`config.mk`:
```
export PLATFORM = sky130hd
export DESIGN_NAME = channel_to_pixel
export DESIGN_NICKNAME = d
export VERILOG_FILES = /design/src/rtl/channel_to_pixel.sv
export SDC_FILE = /design/constraint.sdc
export NUM_CORES = 1
export LEC_CHECK = 0
export ABC_CLOCK_PERIOD_IN_PS = 8200
export BUFFER_PORTS_ARGS = -buffer_cell sky130_fd_sc_hd__buf_2
export CORE_UTILIZATION = 56
export DETAILED_ROUTE_END_ITERATION = 6
export PLACE_DENSITY = 0.84
export SYNTH_ARGS = -nofsm -noshare
export SYNTH_HDL_FRONTEND = slang
export SYNTH_SLANG_ARGS = --single-unit
export TNS_END_PERCENT = 50
```
`constraint.sdc`:
```
create_clock -name clk -period 8.2 [get_ports clk]
set_clock_uncertainty 0.1 [all_clocks]
set_input_delay 1.23 -clock clk [delete_from_list [all_inputs] [get_ports clk]]
set_output_delay 1.23 -clock clk [all_outputs]
set_load 0.02 [all_outputs]
```
`src/rtl/channel_to_pixel.sv`:
```
// Channel -> pixel-row band lookup for the scope display.
// The band table is rebuilt sequentially (popcount, restoring divide, fill walk) whenever channel_enable changes.
module channel_to_pixel #(
    parameter int MAX_CHAN_COUNT = 10,
    parameter int OFFSET         = 0,
    localparam int VGA_VER_RES   = 480,
    localparam int ROW_W         = $clog2(VGA_VER_RES),
    localparam int CH_W          = $clog2(MAX_CHAN_COUNT)
) (
    input  logic                      clk,
    input  logic                      reset,
    input  logic [MAX_CHAN_COUNT-1:0] channel_enable,
    input  logic                      query_valid,
    input  logic [CH_W-1:0]           query_channel,
    output logic                      layout_valid,
    output logic [ROW_W-1:0]          channel_height,
    output logic                      resp_valid,
    output logic                      resp_enabled,
    output logic [ROW_W-1:0]          resp_top_row,
    output logic [ROW_W-1:0]          resp_bottom_row
);

    localparam int POP_W  = $clog2(MAX_CHAN_COUNT + 1);
    localparam int STEP_W = $clog2(ROW_W + MAX_CHAN_COUNT);
    localparam logic [ROW_W-1:0]  DIVIDEND  = ROW_W'(VGA_VER_RES - OFFSET);
    localparam logic [ROW_W-1:0]  ROW_BASE  = ROW_W'(OFFSET);
    localparam logic [STEP_W-1:0] DIV_LAST  = STEP_W'(ROW_W - 1);
    localparam logic [STEP_W-1:0] FILL_LAST = STEP_W'(MAX_CHAN_COUNT - 1);

    typedef enum logic [2:0] {IDLE, COUNT, DIVIDE, FILL, READY} state_t;

    state_t                    state_q, state_d;
    logic [MAX_CHAN_COUNT-1:0] en_q;
    logic                      first_q;
    logic                      change;
    logic [POP_W-1:0]          pop, count_q;
    logic [STEP_W-1:0]         step_q;
    logic [ROW_W-1:0]          rem_q, quo_q, acc_q, quo_next;
    logic [ROW_W:0]            trial, divisor, rem_full;
    logic                      take;
    logic                      div_start, div_step, div_exit, fill_step, fill_clear;
    logic [CH_W-1:0]           fill_idx, q_idx;
    logic                      q_in_range, q_hit;

    logic                      en_tab  [MAX_CHAN_COUNT];
    logic [ROW_W-1:0]          top_tab [MAX_CHAN_COUNT];
    logic [ROW_W-1:0]          bot_tab [MAX_CHAN_COUNT];

    // A forced change on the first edge after reset makes the layout track the input without waiting for a toggle.
    assign change = first_q || (channel_enable != en_q);

    // NOTE: clocked blocks use '<=' only; '=' in an always_ff makes simulation order-dependent and diverge from synthesis.
    always_ff @(posedge clk or posedge reset) begin
        if (reset) begin
            en_q    <= '0;
            first_q <= 1'b1;
        end else begin
            first_q <= 1'b0;
            if (change) en_q <= channel_enable;
        end
    end

    // NOTE: every always_comb assigns all its outputs a default first, so no path infers a latch.
    always_comb begin
        pop = '0;
        for (int i = 0; i < MAX_CHAN_COUNT; i++) pop = pop + POP_W'(en_q[i]);
    end

    always_ff @(posedge clk or posedge reset) begin
        if (reset) state_q <= IDLE;
        else       state_q <= state_d;
    end

    always_comb begin
        state_d = state_q;
        if (change) begin
            state_d = COUNT;
        end else begin
            unique case (state_q)
                IDLE:    state_d = IDLE;
                COUNT:   state_d = (pop == '0) ? READY : DIVIDE;
                DIVIDE:  if (step_q == DIV_LAST)  state_d = FILL;
                FILL:    if (step_q == FILL_LAST) state_d = READY;
                READY:   state_d = READY;
                default: state_d = IDLE;
            endcase
        end
    end

    always_comb begin
        div_start  = 1'b0;
        div_step   = 1'b0;
        div_exit   = 1'b0;
        fill_step  = 1'b0;
        fill_clear = 1'b0;
        if (!change) begin
            unique case (state_q)
                COUNT:   if (pop == '0) fill_clear = 1'b1; else div_start = 1'b1;
                DIVIDE:  begin div_step = 1'b1; div_exit = (step_q == DIV_LAST); end
                FILL:    fill_step = 1'b1;
                default: ;
            endcase
        end
    end

    // Restoring division: shift the next dividend bit into the remainder, subtract the count when it fits.
    assign divisor  = (ROW_W + 1)'(count_q);
    assign trial    = {rem_q, quo_q[ROW_W-1]};
    assign take     = (trial >= divisor);
    assign rem_full = take ? (trial - divisor) : trial;
    assign quo_next = {quo_q[ROW_W-2:0], take};
    assign fill_idx = step_q[CH_W-1:0];

    always_ff @(posedge clk or posedge reset) begin
        if (reset) begin
            count_q        <= '0;
            step_q         <= '0;
            rem_q          <= '0;
            quo_q          <= '0;
            acc_q          <= '0;
            channel_height <= '0;
        end else begin
            if (div_start) begin
                count_q <= pop;
                step_q  <= '0;
                rem_q   <= '0;
                quo_q   <= DIVIDEND;
            end
            if (div_step) begin
                rem_q  <= rem_full[ROW_W-1:0];
                quo_q  <= quo_next;
                step_q <= step_q + STEP_W'(1);
                if (div_exit) begin
                    channel_height <= quo_next;
                    acc_q          <= ROW_BASE;
                    step_q         <= '0;
                end
            end
            if (fill_clear) channel_height <= '0;
            if (fill_step) begin
                step_q <= step_q + STEP_W'(1);
                if (en_q[fill_idx]) acc_q <= acc_q + channel_height;
            end
        end
    end

    // NOTE: the table is small and must read as "all disabled" right after reset, so it is built from resettable flops rather than RAM.
    always_ff @(posedge clk or posedge reset) begin
        if (reset) begin
            for (int i = 0; i < MAX_CHAN_COUNT; i++) begin
                en_tab[i]  <= 1'b0;
                top_tab[i] <= '0;
                bot_tab[i] <= '0;
            end
        end else if (fill_clear) begin
            for (int i = 0; i < MAX_CHAN_COUNT; i++) begin
                en_tab[i]  <= 1'b0;
                top_tab[i] <= '0;
                bot_tab[i] <= '0;
            end
        end else if (fill_step) begin
            en_tab[fill_idx]  <= en_q[fill_idx];
            top_tab[fill_idx] <= en_q[fill_idx] ? acc_q : '0;
            bot_tab[fill_idx] <= en_q[fill_idx] ? (acc_q + channel_height - ROW_W'(1)) : '0;
        end
    end

    assign q_in_range = ({1'b0, query_channel} < (CH_W + 1)'(MAX_CHAN_COUNT));
    assign q_idx      = q_in_range ? query_channel : '0;
    assign q_hit      = query_valid && layout_valid && !change && q_in_range && en_tab[q_idx];

    always_ff @(posedge clk or posedge reset) begin
        if (reset) begin
            layout_valid    <= 1'b0;
            resp_valid      <= 1'b0;
            resp_enabled    <= 1'b0;
            resp_top_row    <= '0;
            resp_bottom_row <= '0;
        end else begin
            layout_valid    <= !change && (state_q == READY);
            resp_valid      <= query_valid;
            resp_enabled    <= q_hit;
            resp_top_row    <= q_hit ? top_tab[q_idx] : '0;
            resp_bottom_row <= q_hit ? bot_tab[q_idx] : '0;
        end
    end

endmodule

```
==> run_results.csv <==
group,metric,value,unit
yosys,yosys.area_share.simple,13.1,%
floorplan,placeableCoreArea,22000,µm²
clock_tree,tritoncts.num_buffers,28,
clock_tree,ctsResizeCount,0,
grt,top_usage_layer,"met2",
grt,grt_pass1_wl,50800,µm
pwr,p_leak,0.00635,µW
yosys,synth_edf_count,0,
timing,hold_ws,381,ps
worst_setup_path,critPathKind,"flip-flop to flip-flop",
drt,routed_wl,30500,µm
pwr,powerDensity,211,nW/µm²
yosys,ys_seq_area_share,53.4,%
finish,layout_common_cells,"dfrtp_1 (269), nand2_1 (201), o21ai_0 (114), a22o_1 (94), nor2_1 (54)",
floorplan,start_util,57.6,%
grt,grt_pass1_vias,9763,
place,place.port_buffers,46,
grt,grtUsageMet2,44.0,%
clock_tree,cts_tree,"built",
timing,fin_crit_sh,55.5,%
yosys,avgSynthCellArea,10.4,µm²
yosys,synth_mux_area_share,5.14,%
timing,relSlewSlack,30.4,%
yosys,yosys_warnings,0,
finish,final_net_count,1248,
timing,min_period,4550,ps
timing,rsz0062_at_grt,"false",
grt,met3_usage,5.46,%
worst_setup_path,critPathLaunchType,"flip-flop",
clock_tree,cts_hold_buf,0,
yosys,syn_inst,1211,
place,hpwl,19800,µm
yosys,async_flop_share,100,%
yosys,yosys_register_bits,270,
pwr,peakVddDrop,0.166,mV
yosys,ys.flop_type,"dfrtp_1",
run,maxCapViolations,0,
clock_tree,cts.sinks,270,
clock_tree,htreeDepth,1,
grt,antenna_found_initial,0,
finish,fillCellCount,1631,
outcome,status,"finished with violations",
finish,layout_commonest_cell,"dfrtp_1",
worst_setup_path,path_max_fanout,19,
yosys,synthXorXnorAreaFrac,2.00,%
yosys,synth_nets,1255,
yosys,synth_fa_ha_area_share,3.15,%
timing,hold_violations,0,
clock_tree,clock_path_buffers,3,
floorplan,rows,54,
grt,track_usage,27.0,%
place,gp_congestion,0.863,
yosys,synth_area,12600,µm²
yosys,synth_compound_area_share,19.3,%
worst_setup_path,worstPathRequired,8560,ps
clock_tree,post_cts_buffers,0,
clock_tree,cts-root-buf,"clkbuf_16",
timing,worstMarginPinSlew,1040,ps
drt,postRouteAntennaNets,0,
finish,diodes,0,
drt,drcViolationCount,7,
clock_tree,path_clk_slew,70,ps
finish,drive_above_1_share,12.7,%
yosys,synth_top_family_by_area,"compound AO/OA/AOI/OAI gates",
drt,vias_per_cell,6.42,
drt,drt_iter0_drc,963,
timing,drv_slew,0,
grt,grt_util_met1,36.5,%
timing,fin_setup_tns,0,ps
clock_tree,clk_latency,550,ps
floorplan,ios,47,
yosys,ys_types,64,
pwr,p_total,2960,µW
worst_setup_path,critPathCaptureType,"flip-flop",
drt,wl_per_cell,20.3,µm
timing,max_freq,0.220,GHz
grt,grt_max_degree,195,
floorplan,fp.dieH,152,µm
timing,finalSetupViolCount,0,
finish,syn_to_final_growth,11.0,%
grt,grt_overflow,0,
drt,drtPass1Iterations,7,
floorplan,die_area,23200,µm²
drt,vias,9667,
worst_setup_path,cp.arrival,4920,ps
outcome,violations,"DRC",
worst_hold_path,min_path_type,"flip-flop to flip-flop",
floorplan,die_w,152,µm
-- final timing paths --
path / slack, ps / depth (start not counted) / start / to
min in group asynchronous: 830 / 3 / reset / top_tab[72]
max in group asynchronous: 5500 / 4 / reset / channel_height[4]
min reg2reg: 380 / 2 / en_tab[6] / en_tab[6]
max reg2reg: 3650 / 15 / en_q[5] / bot_tab[87]
min: 380 / 2 / en_tab[6] / en_tab[6]
max: 3650 / 15 / en_q[5] / bot_tab[87]
-- critical path, stage by stage, from the launching register on --
cell       delay (ps)
dfrtp_1           410
fa_1              510
fa_1              510
inv_1              50
fa_1              430
inv_1              70
ha_1              170
inv_1              60
fa_1              430
xnor2_1           150
o2111ai_1         200
nor4b_2            90
buf_4             210
o21ai_2           800
nand2_1           130
o21ai_0           130
-- power by group --
part	total [µW]	switching (µW)	internal (µW)
clock	1470	542	925
sequential	1340	4.36	1340
combinational	149	103	45.9
-- layer usage --
layer | wire length (µm) | vias up
li1 | - | 4327
met1 | 12700 | 4855
met2 | 14500 | 415
met3 | 2440 | 70
met4 | 870 | 0
met5 | 0 | -
-- cell usage after synthesis (18+ instances only) --
master / n / area share, %
a22o_1: 94 / 6.5
o21ai_0: 114 / 4.5
nor2_1: 54 / 1.6
nand3_1: 41 / 1.6
inv_1: 25 / 0.74
buf_2: 23 / 0.91
nand2_1: 201 / 6.0
mux4_2: 18 / 3.2
clkbuf_1: 61 / 1.8
a211oi_1: 19 / 1.1
a21oi_1: 34 / 1.3
a311oi_1: 18 / 1.2
o21ai_1: 32 / 1.3
ha_1: 19 / 1.9
mux2i_1: 21 / 1.7
dfrtp_1: 269 / 53
xnor2_1: 19 / 1.3
-- cell families (layout without fill, tap and decap cells) --
| logic type | after synthesis | after routing |
|---|---|---|
| buffers and inverters | 116 | 130 |
| AOI/OAI and AO/OA | 360 | 360 |
| other | 1 | 1 |
| muxes | 42 | 42 |
| DFF | 270 | 270 |
| adders and majority gates | 27 | 27 |
| xor gates and xnor gates | 28 | 28 |
| and+or+nand+nor | 367 | 367 |
-- cell type report --
type	instances	area (µm²)	area share, %
clock inverter	15	303	2.16
inverter	25	97.6	0.695
tap	280	350	2.50
multi-input combinational	825	5440	38.8
sequential	270	6760	48.2
clock buffer	36	781	5.56
timing repair buffer	54	303	2.16
-- stage by stage --
stage,cells,utilization (%),worst slack (ps),instance area (µm²)
5_1_grt,1505,63.9,3350,14000
2_1_floorplan,1211,-,3300,12600
3_5_place_dp,1454,59.0,3640,12900
4_1_cts,1505,63.9,3640,14000
6_report,1505,63.9,3650,14000
3_3_place_gp,1454,59.0,3710,12900
-- flip-flops by register name, indices dropped and copies added, names as in the netlist --
name,flops
acc_q,9
resp_valid,1
resp_bottom_row,9
step_q,5
count_q,4
resp_top_row,9
quo_q,9
en_q,10
top_tab,90
resp_enabled,1
layout_valid,1
bot_tab,90
en_tab,10
first_q,1
rem_q,9
state_q,3
channel_height,9
Note: power is estimated with default switching activity, not from simulation.
